[config.mk]
export PLATFORM = sky130hd
export DESIGN_NAME = seq_detector_prog
export DESIGN_NICKNAME = d
export VERILOG_FILES = /design/src/rtl/seq_detector_prog.sv
export SDC_FILE = /design/constraint.sdc
export NUM_CORES = 1
export LEC_CHECK = 0
export CORE_MARGIN = 5
export CORE_UTILIZATION = 40
export DETAILED_ROUTE_END_ITERATION = 7
export GPL_TIMING_DRIVEN = 0
export PLACE_DENSITY_LB_ADDON = 0.25
export SLEW_MARGIN = 0
export SYNTH_ARGS = -nofsm -noshare
export SYNTH_HDL_FRONTEND = slang
export SYNTH_SLANG_ARGS = --single-unit
[constraint.sdc]
create_clock -name clk -period 2.4 [get_ports clk]
set_input_delay 0.6 -clock clk [delete_from_list [all_inputs] [get_ports clk]]
set_output_delay 0.6 -clock clk [all_outputs]
set_load 0.01 [all_outputs]
[src/rtl/seq_detector_prog.sv]
// seq_detector_prog
//   Programmable serial bit-pattern detector. Accepted bits (en=1) shift into
//   a history register. A match fires when the newest len bits equal the
//   programmed pattern and at least len bits have been seen since the last
//   reset, config load or non-overlapping match. The first received bit of
//   the pattern sits at pattern bit [len-1].
//
// Ports
//   clk          rising-edge clock
//   rst          synchronous, active-high reset
//   en           x is valid this cycle
//   x            serial data bit
//   cfg_we       load cfg_pattern / cfg_len / cfg_overlap (wins over en)
//   cfg_pattern  pattern, bit [len-1] first received, bit [0] last
//   cfg_len      pattern length (0 -> 1, > MAX_LEN -> MAX_LEN)
//   cfg_overlap  1 = overlapping detection, 0 = non-overlapping
//   cnt_clr      clear match_cnt (wins over a simultaneous hit)
//   match        registered one-cycle pulse per hit
//   match_cnt    saturating count of hits
module seq_detector_prog #(
    parameter int                 MAX_LEN     = 16,
    parameter int                 CNT_W       = 8,
    parameter logic [MAX_LEN-1:0] RST_PATTERN = MAX_LEN'(16'h00B5),
    parameter int                 RST_LEN     = 8,
    parameter bit                 RST_OVERLAP = 1'b1,
    localparam int                LEN_W       = $clog2(MAX_LEN + 1)
) (
    input  logic               clk,
    input  logic               rst,
    input  logic               en,
    input  logic               x,
    input  logic               cfg_we,
    input  logic [MAX_LEN-1:0] cfg_pattern,
    input  logic [LEN_W-1:0]   cfg_len,
    input  logic               cfg_overlap,
    input  logic               cnt_clr,
    output logic               match,
    output logic [CNT_W-1:0]   match_cnt
);

    localparam logic [LEN_W-1:0] FULL    = LEN_W'(MAX_LEN);
    localparam logic [CNT_W-1:0] CNT_MAX = '1;

    logic [MAX_LEN-1:0] hist;
    logic [MAX_LEN-1:0] pat;
    logic [LEN_W-1:0]   fill;
    logic [LEN_W-1:0]   len;
    logic               ovl;

    logic               accept;
    logic [MAX_LEN-1:0] hist_n;
    logic [LEN_W-1:0]   fill_n;
    logic [MAX_LEN-1:0] mask;
    logic               hit;
    logic [LEN_W-1:0]   len_clamped;

    always_comb begin
        accept = en & ~cfg_we;
        hist_n = (hist << 1) | MAX_LEN'(x);
        // fill saturates so long streams never wrap back below len
        fill_n = (fill == FULL) ? fill : fill + 1'b1;

        // only the low len bits take part in the compare
        mask = '0;
        for (int i = 0; i < MAX_LEN; i++) begin
            mask[i] = (LEN_W'(i) < len);
        end

        hit = accept && (fill_n >= len) && (((hist_n ^ pat) & mask) == '0);

        if (cfg_len == '0) begin
            len_clamped = LEN_W'(1);
        end else if (cfg_len > FULL) begin
            len_clamped = FULL;
        end else begin
            len_clamped = cfg_len;
        end
    end

    always_ff @(posedge clk) begin
        if (rst) begin
            hist      <= '0;
            fill      <= '0;
            pat       <= RST_PATTERN;
            len       <= LEN_W'(RST_LEN);
            ovl       <= RST_OVERLAP;
            match     <= 1'b0;
            match_cnt <= '0;
        end else begin
            if (cfg_we) begin
                // history is left alone; clearing fill makes it irrelevant
                pat   <= cfg_pattern;
                len   <= len_clamped;
                ovl   <= cfg_overlap;
                fill  <= '0;
                match <= 1'b0;
            end else begin
                match <= hit;
                if (accept) begin
                    hist <= hist_n;
                    // non-overlapping: restart so no bit is reused
                    fill <= (hit && !ovl) ? '0 : fill_n;
                end
            end

            if (cnt_clr) begin
                match_cnt <= '0;
            end else if (hit && match_cnt != CNT_MAX) begin
                match_cnt <= match_cnt + 1'b1;
            end
        end
    end

endmodule

==> results of run 1 <==
-- state kept, by name, indices dropped and copies added, names as in the netlist --
name	count
hist	15
len	5
match	1
fill	5
match_cnt	8
ovl	1
pat	16
-- layout make-up --
| type | instances | area, µm² |
|---|---|---|
| inverter | 9 | 33.8 |
| tap | 77 | 96.3 |
| clock inverter | 2 | 37.5 |
| timing repair buffer | 48 | 458 |
| fill | 599 | 2960 |
| sequential | 51 | 1020 |
| multi-input combinational | 223 | 1500 |
| clock buffer | 5 | 68.8 |
| buffer | 16 | 96.3 |
-- cell families (layout without fill, tap and decap cells) --
logic type | Yosys count | count (layout) | synth area share (%)
AO/OA/AOI/OAI | 69 | 69 | 17.0
XOR/XNOR | 19 | 19 | 6.51
adder cells (fa/ha/maj) | 8 | 8 | 3.91
buffers and inverters | 25 | 80 | 4.99
flip-flops | 51 | 51 | 39.9
multiplexers | 14 | 14 | 5.48
AND/OR/NAND/NOR | 113 | 113 | 22.2
-- worst max-delay path: cells and delay by family (launching register included) --
| family | cells | cell delay, ps |
|---|---|---|
| and+or+nand+nor | 5 | 750 |
| adders and majority gates | 2 | 410 |
| AOI/OAI and AO/OA | 3 | 440 |
| xor gates and xnor gates | 1 | 180 |
| buffers and inverters | 2 | 190 |
| DFF | 1 | 330 |
-- cells in the final DEF (no fill, tap or decap), types with 8 or more instances in the layout --
cell type / count
sky130_fd_sc_hd__xor2_1: 11
sky130_fd_sc_hd__a21oi_1: 28
sky130_fd_sc_hd__clkdlybuf4s50_1: 32
sky130_fd_sc_hd__nor2_1: 22
sky130_fd_sc_hd__clkbuf_1: 8
sky130_fd_sc_hd__nand2_1: 50
sky130_fd_sc_hd__mux2i_1: 14
sky130_fd_sc_hd__buf_4: 12
sky130_fd_sc_hd__xnor2_1: 8
sky130_fd_sc_hd__dfxtp_1: 49
-- power breakdown --
group          internal, mW  switching [mW]  leakage [nW]
Clock                 0.305           0.278        0.0502
Sequential            0.870          0.0171         0.417
Combinational         0.121           0.124         0.850
-- final timing paths --
check | cells past startpoint | startpoint | endpoint
worst min-delay path | 2 | hist[14]$_SDFFE_PP0P_ | hist[14]$_SDFFE_PP0P_
worst max-delay path | 13 | fill[1]$_SDFFE_PP0P_ | fill[3]$_SDFFE_PP0P_
worst min register to register | 2 | hist[14]$_SDFFE_PP0P_ | hist[14]$_SDFFE_PP0P_
worst max register to register | 13 | fill[1]$_SDFFE_PP0P_ | fill[3]$_SDFFE_PP0P_
-- synthesized netlist by cell type, types with 2 or more instances --
cell and n:
sky130_fd_sc_hd__a211o_1 6, sky130_fd_sc_hd__a21oi_1 29, sky130_fd_sc_hd__a22oi_1 3, sky130_fd_sc_hd__a31o_1 2
sky130_fd_sc_hd__a31oi_1 3, sky130_fd_sc_hd__a41o_1 2, sky130_fd_sc_hd__and2_1 2, sky130_fd_sc_hd__and3_1 2
sky130_fd_sc_hd__buf_2 3, sky130_fd_sc_hd__buf_6 4, sky130_fd_sc_hd__clkbuf_1 8, sky130_fd_sc_hd__dfxtp_1 51
sky130_fd_sc_hd__ha_1 8, sky130_fd_sc_hd__inv_1 9, sky130_fd_sc_hd__mux2i_1 14, sky130_fd_sc_hd__nand2_1 51
sky130_fd_sc_hd__nand3_1 5, sky130_fd_sc_hd__nor2_1 23, sky130_fd_sc_hd__nor2b_1 6, sky130_fd_sc_hd__nor3_1 5
sky130_fd_sc_hd__o211ai_1 2, sky130_fd_sc_hd__o21ai_0 7, sky130_fd_sc_hd__o21ai_1 6, sky130_fd_sc_hd__o2bb2ai_1 2
sky130_fd_sc_hd__or3_1 3, sky130_fd_sc_hd__xnor2_1 8, sky130_fd_sc_hd__xor2_1 11
-- per-layer routing --
layer / up-vias / global-route usage (%)
li1: 1155 / -
met1: 1039 / 17.8
met2: 45 / 25.9
met3: 8 / 2.75
met4: 0 / 4.84
met5: - / 0
-- through the flow --
stage	power [mW]	hold slack [ps]
floorplan	1.04	448
CTS	1.72	475
finish	1.72	472
global route	1.79	503
detailed placement	1.13	462
global placement	1.12	455
-- repair_timing --
action,4_1_cts,5_1_grt
pin swaps,11,19
setup endpoints to repair,14,14
setup buffers,10,3
hold buffers,0,0
gates cloned,1,0
resized for setup,24,7
==> summary.txt, run 1 <==
Logic synthesis
  • Post-synth net total: 335
  • Fraction of post-synthesis cell area in the top cell type by area: between 30 and 40%
  • Yosys top cell by area: sky130_fd_sc_hd__dfxtp_1
  • Average instance area after synthesis: 8.55 µm²
  • Most used flip-flop cell after synthesis: sky130_fd_sc_hd__dfxtp_1
  • Synth Register Bits: 51
  • Warning count from the yosys run: 0
  • Top cells by area, synth: sky130_fd_sc_hd__dfxtp_1, sky130_fd_sc_hd__nand2_1, sky130_fd_sc_hd__a21oi_1, sky130_fd_sc_hd__mux2i_1, sky130_fd_sc_hd__ha_1
  • Post-synth design cell area: ~2600 µm²
  • Share of the yosys chip area belonging to registers: approximately two fifths
  • Gate Count Post-Synth: roughly 300
  • Number of synthesized flops with an enable pin: 0
  • Async set-reset flop share out of synthesis: 0%
  • Number of unique standard cell types used by synthesis: just over 50

Timing
  • Final Slew Violations: 0
  • Final setup fails: 0
  • Hold Fails Final Rpt: 0
  • Sum of negative setup slack: 0 ps
  • Actual transition at the worst max-transition pin: ~730 ps
  • Worst Slack Setup Final: ~12 ps
  • Final worst path period share: ~100%
  • Minimum clock period: roughly 2400 ps
  • Slew Limit Headroom: 51.6%
  • Setup repair after global routing missed its margin: yes
  • Upper clock frequency limit: roughly 420 MHz
  • Setup skew after layout: 7.14 ps

GRT
  • First-pass GRT wire length: 10.1 mm
  • Tot GR Track Use: 14.7%
  • Number of global-route vias before repair: about 2200
  • Pin count of the biggest net entering global routing: 16
  • Gr ovfl total: 0
  • Initial antenna violation count: 0

Cells and area
  • Layout-stage area growth over the synthesis result: 29.7%
  • ANT cells: 0
  • Fraction of layout instances using a drive strength above 1: 15.3%
  • Final #Nets: between 300 and 400
  • Non-filler instance count after layout: approximately 430
  • Cell area after layout: 3320 µm²
  • Core Util, Final: a little over half

Hold path
  • Hold Path Class: flop to flop

Setup path
  • Setup slack of the most critical reg-to-reg path: between 10 and 15 ps
  • Cells along the critical path: inv_2, ha_4, nand2_2, nor3_2, xnor2_1, ha_1, nor3b_2, o21ai_2, a21oi_4, nor2_4, and3b_2, buf_12, o21ai_1
  • Data required time at the worst endpoint: ~2600 ps
  • Delay of the slowest cell on the worst path: approximately 330 ps
  • Startpoint Class: flop
  • Max stage delay cell, worst path: sky130_fd_sc_hd__dfxtp_2
  • Category of the worst setup path capture point: flop
  • CP Max Fanout: 4
  • Worst Path Arrival: between 2000 and 3000 ps
  • Setup Crit Path Kind: flop to flop

Clock network
  • TritonCTS clock tree: yes
  • Maximum buffer depth of the clock tree: 2
  • # clock sinks: ~50
  • Reg clk slew, reported paths: around 90 ps
  • Clock root buffer: sky130_fd_sc_hd__clkbuf_8
  • Clock buffers created by TritonCTS: 5
  • H-tree depth reported by CTS: 2
  • Clock network latency to the later pin of the worst-skew pair: around 300 ps

Placement
  • DP HPWL: 4.28 mm
  • Gp weighted congestion: around 0.78
  • Worst setup slack before clock tree synthesis: -592 ps
  • Total placed instance area: between 2000 and 3000 µm²
  • IO buf count: 34
  • Placed Instances: 410

Routing
  • Top layer reached by signal wires: met4
  • Initial DRC Count: 82
  • Detailed-route wire length on metal 1: approximately 2.6 mm
  • Routed wirelength normalized by instance count: 13.6 µm
  • Total Routed Length: 5.86 mm
  • Vias/cell: ~5.2
  • Detail Route met3 WL: roughly 250 µm
  • Number of remaining DRC errors: 0
  • Remaining antenna violation count: 0
  • Detailed-routing iteration count for the pre-antenna-repair pass: 4
  • Met2 WL post-DR: about 2.9 mm
  • Number of vias in the routed layout: around 2200

Floorplan
  • Area of the die: ~8100 µm²
  • Initial core utilization: about two fifths
  • Core area: between 6000 and 7000 µm²
  • Die boundary width: 90.0 µm
  • Number of placement rows: 29
  • Die H: around 90 µm
  • Boundary Pins: 37

Power and ir drop
  • Worst ir drop on vdd: approximately 0.27 mV
  • PwrDens: between 500 and 600 nW/µm²
  • Leak pwr: around 1.3 nW

Outcome
  • Outcome: complete, no violations

Flow run
  • Max cap viols: 0
(Power assumes the default switching activity.)
==> inputs of run 2 (changes only) <==
--- a/config.mk
+++ b/config.mk
@@ -9,7 +9,7 @@
 export CORE_UTILIZATION = 40
 export DETAILED_ROUTE_END_ITERATION = 7
 export GPL_TIMING_DRIVEN = 0
-export PLACE_DENSITY_LB_ADDON = 0.25
+export PLACE_DENSITY = 0.63
 export SLEW_MARGIN = 0
 export SYNTH_ARGS = -nofsm -noshare
 export SYNTH_HDL_FRONTEND = slang
==> summary.txt, run 2 (same netlist as run 1, synthesis figures left out) <==
Routing
  • Routed wirelength normalized by instance count: between 10 and 15 µm
  • Number of remaining DRC errors: 0
  • Total Routed Length: between 5 and 6 mm
  • Number of vias in the routed layout: 2218
  • Vias/cell: around 5
  • Detailed-routing iteration count for the pre-antenna-repair pass: 5
  • Initial DRC Count: 84
  • Remaining antenna violation count: 0

Timing
  • Final setup fails: 1
  • Final worst path period share: 101%
  • Minimum clock period: roughly 2400 ps
  • Setup skew after layout: roughly 9.5 ps
  • Final Slew Violations: 0
  • Actual transition at the worst max-transition pin: roughly 700 ps
  • Hold Fails Final Rpt: 0
  • Sum of negative setup slack: -34.6 ps
  • Setup repair after global routing missed its margin: yes
  • Slew Limit Headroom: approximately 53%
  • Worst Slack Setup Final: -34.6 ps
  • Upper clock frequency limit: ~410 MHz

Clock network
  • Clock root buffer: sky130_fd_sc_hd__clkbuf_8
  • Number of hold buffers added after CTS: 0
  • # clock sinks: between 50 and 60
  • TritonCTS clock tree: yes
  • Clock buffers created by TritonCTS: 5
  • Maximum buffer depth of the clock tree: 2
  • Reg clk slew, reported paths: 90 ps
  • H-tree depth reported by CTS: 2
  • Clock network latency to the later pin of the worst-skew pair: roughly 300 ps

Cells and area
  • Register with the most flip-flops: pat
  • Largest registers: pat (16), hist (15), match_cnt (8)
  • Layout-stage area growth over the synthesis result: 28.6%
  • Cell area after layout: 3290 µm²
  • ANT cells: 0
  • Most frequent cells in the layout: sky130_fd_sc_hd__nand2_1, sky130_fd_sc_hd__dfxtp_1, sky130_fd_sc_hd__clkdlybuf4s50_1
  • Fraction of layout instances using a drive strength above 1: between 10% and 20%
  • Non-filler instance count after layout: 431
  • Max FFs per register: 16
  • Final #Nets: a little under 400

Placement
  • Placed Instances: 410
  • Total placed instance area: around 3000 µm²
  • DP HPWL: 4.34 mm
  • IO buf count: 34
  • Gp weighted congestion: slightly above 0.8

Setup path
  • Buf+Inv Stages, Crit Path: 2
  • Setup Crit Path Kind: flop to flop
  • Startpoint Class: flop
  • Max stage delay cell, worst path: sky130_fd_sc_hd__dfxtp_2
  • Delay-heaviest family, CP: compound AO/OA/AOI/OAI gates
  • Cells along the critical path: inv_2, ha_4, nand2_4, o211ai_1, o21ai_2, ha_1, o21ai_1, o21ai_1, a21oi_2, buf_4, nor3_4, a31oi_1, a41o_1
  • Worst Path Arrival: around 2600 ps
  • CP Max Fanout: 7
  • Delay of the slowest cell on the worst path: 340 ps
  • Most numerous cell on the critical path: sky130_fd_sc_hd__o21ai_1
  • Category of the worst setup path capture point: flop
  • Data required time at the worst endpoint: roughly 2600 ps

GRT
  • Gr ovfl total: 0
  • Pin count of the biggest net entering global routing: 16
  • Number of global-route vias before repair: approximately 2200
  • First-pass GRT wire length: a little over 10 mm
  • Initial antenna violation count: 0
  • Tot GR Track Use: between 10% and 20%

Floorplan
  • Die H: ~90 µm
  • Area of the die: roughly 8100 µm²
  • Die boundary width: 90.0 µm
  • Number of placement rows: 29
  • Initial core utilization: between 40% and 50%
  • Boundary Pins: 37
  • Core area: between 6000 and 7000 µm²

Power and ir drop
  • Worst ir drop on vdd: roughly 0.26 mV
  • Leak pwr: around 1.3 nW
  • PwrDens: 503 nW/µm²

Flow run
  • Max cap viols: 0

Hold path
  • Hold Path Class: flop to flop

Outcome
  • Violations in the final reports: setup timing
  • Outcome: complete, but fails checks
==> run 2: cell count changes in the layout (fill, tap and decap cells not counted), sizes merged <==
cell	previous run	this run
bufinv	1	0
clkinv	0	1
clkinvlp	1	0
clkbuf	13	15
buf	22	21
==> run 2: through the flow <==
stage / hold slack [ps] / setup WS [ps] / util [%] / power (mW)
CTS: 480 / 11.5 / 51.4 / 1.66
detailed placement: 466 / -562 / 47.7 / 1.13
finish: 474 / -34.6 / 52.4 / 1.65
global placement: 458 / -579 / 47.7 / 1.13
floorplan: 448 / 96.4 / - / 1.04
global route: 510 / -153 / 52.4 / 1.74
==> run 2: power breakdown <==
group / switching, mW / internal [mW] / total [mW]
sequential: 0.0175 / 0.871 / 0.888
clock: 0.281 / 0.237 / 0.517
combinational: 0.124 / 0.124 / 0.248
total: 0.422 / 1.23 / 1.65
==> run 2: timing repair <==
action,in CTS,in global routing
buffers inserted,9,3
setup endpoints to repair,13,13
pin swaps,12,12
resized for setup,22,10
cloned,1,0
==> run 2: area by class of cell <==
class / count / area [µm²]
sequential: 51 / 1020
inverter: 9 / 33.8
buffer: 16 / 100
tap: 77 / 96.3
multi-input combinational: 223 / 1510
timing repair buffer: 47 / 434
clock inverter: 1 / 8.76
fill: 600 / 2990
clock buffer: 7 / 86.3
==> run 2: final timing paths <==
kind | startpoint | endpoint | slack (ps) | depth (start not counted)
min | hist[14]$_SDFFE_PP0P_ | hist[14]$_SDFFE_PP0P_ | 470 | 2
max | fill[0]$_SDFFE_PP0P_ | match_cnt[2]$_SDFFE_PP0P_ | -30 | 13
min reg2reg | hist[14]$_SDFFE_PP0P_ | hist[14]$_SDFFE_PP0P_ | 470 | 2
max reg2reg | fill[0]$_SDFFE_PP0P_ | match_cnt[2]$_SDFFE_PP0P_ | -30 | 13
==> run 2: tightest hold or removal path, delay by kind of cell, from the launching register on <==
kind | cells | cell delay [ps]
AOI/OAI and AO/OA | 1 | 50
and+or+nand+nor | 1 | 50
DFF | 1 | 330
==> run 2: routing by layer <==
layer,global-route usage (%),up-vias,share of wire (%)
li1,-,1151,-
met1,19.6,1030,47
met2,24.8,33,50
met3,2.25,4,3.1
met4,4.22,0,0.71
met5,0,-,0
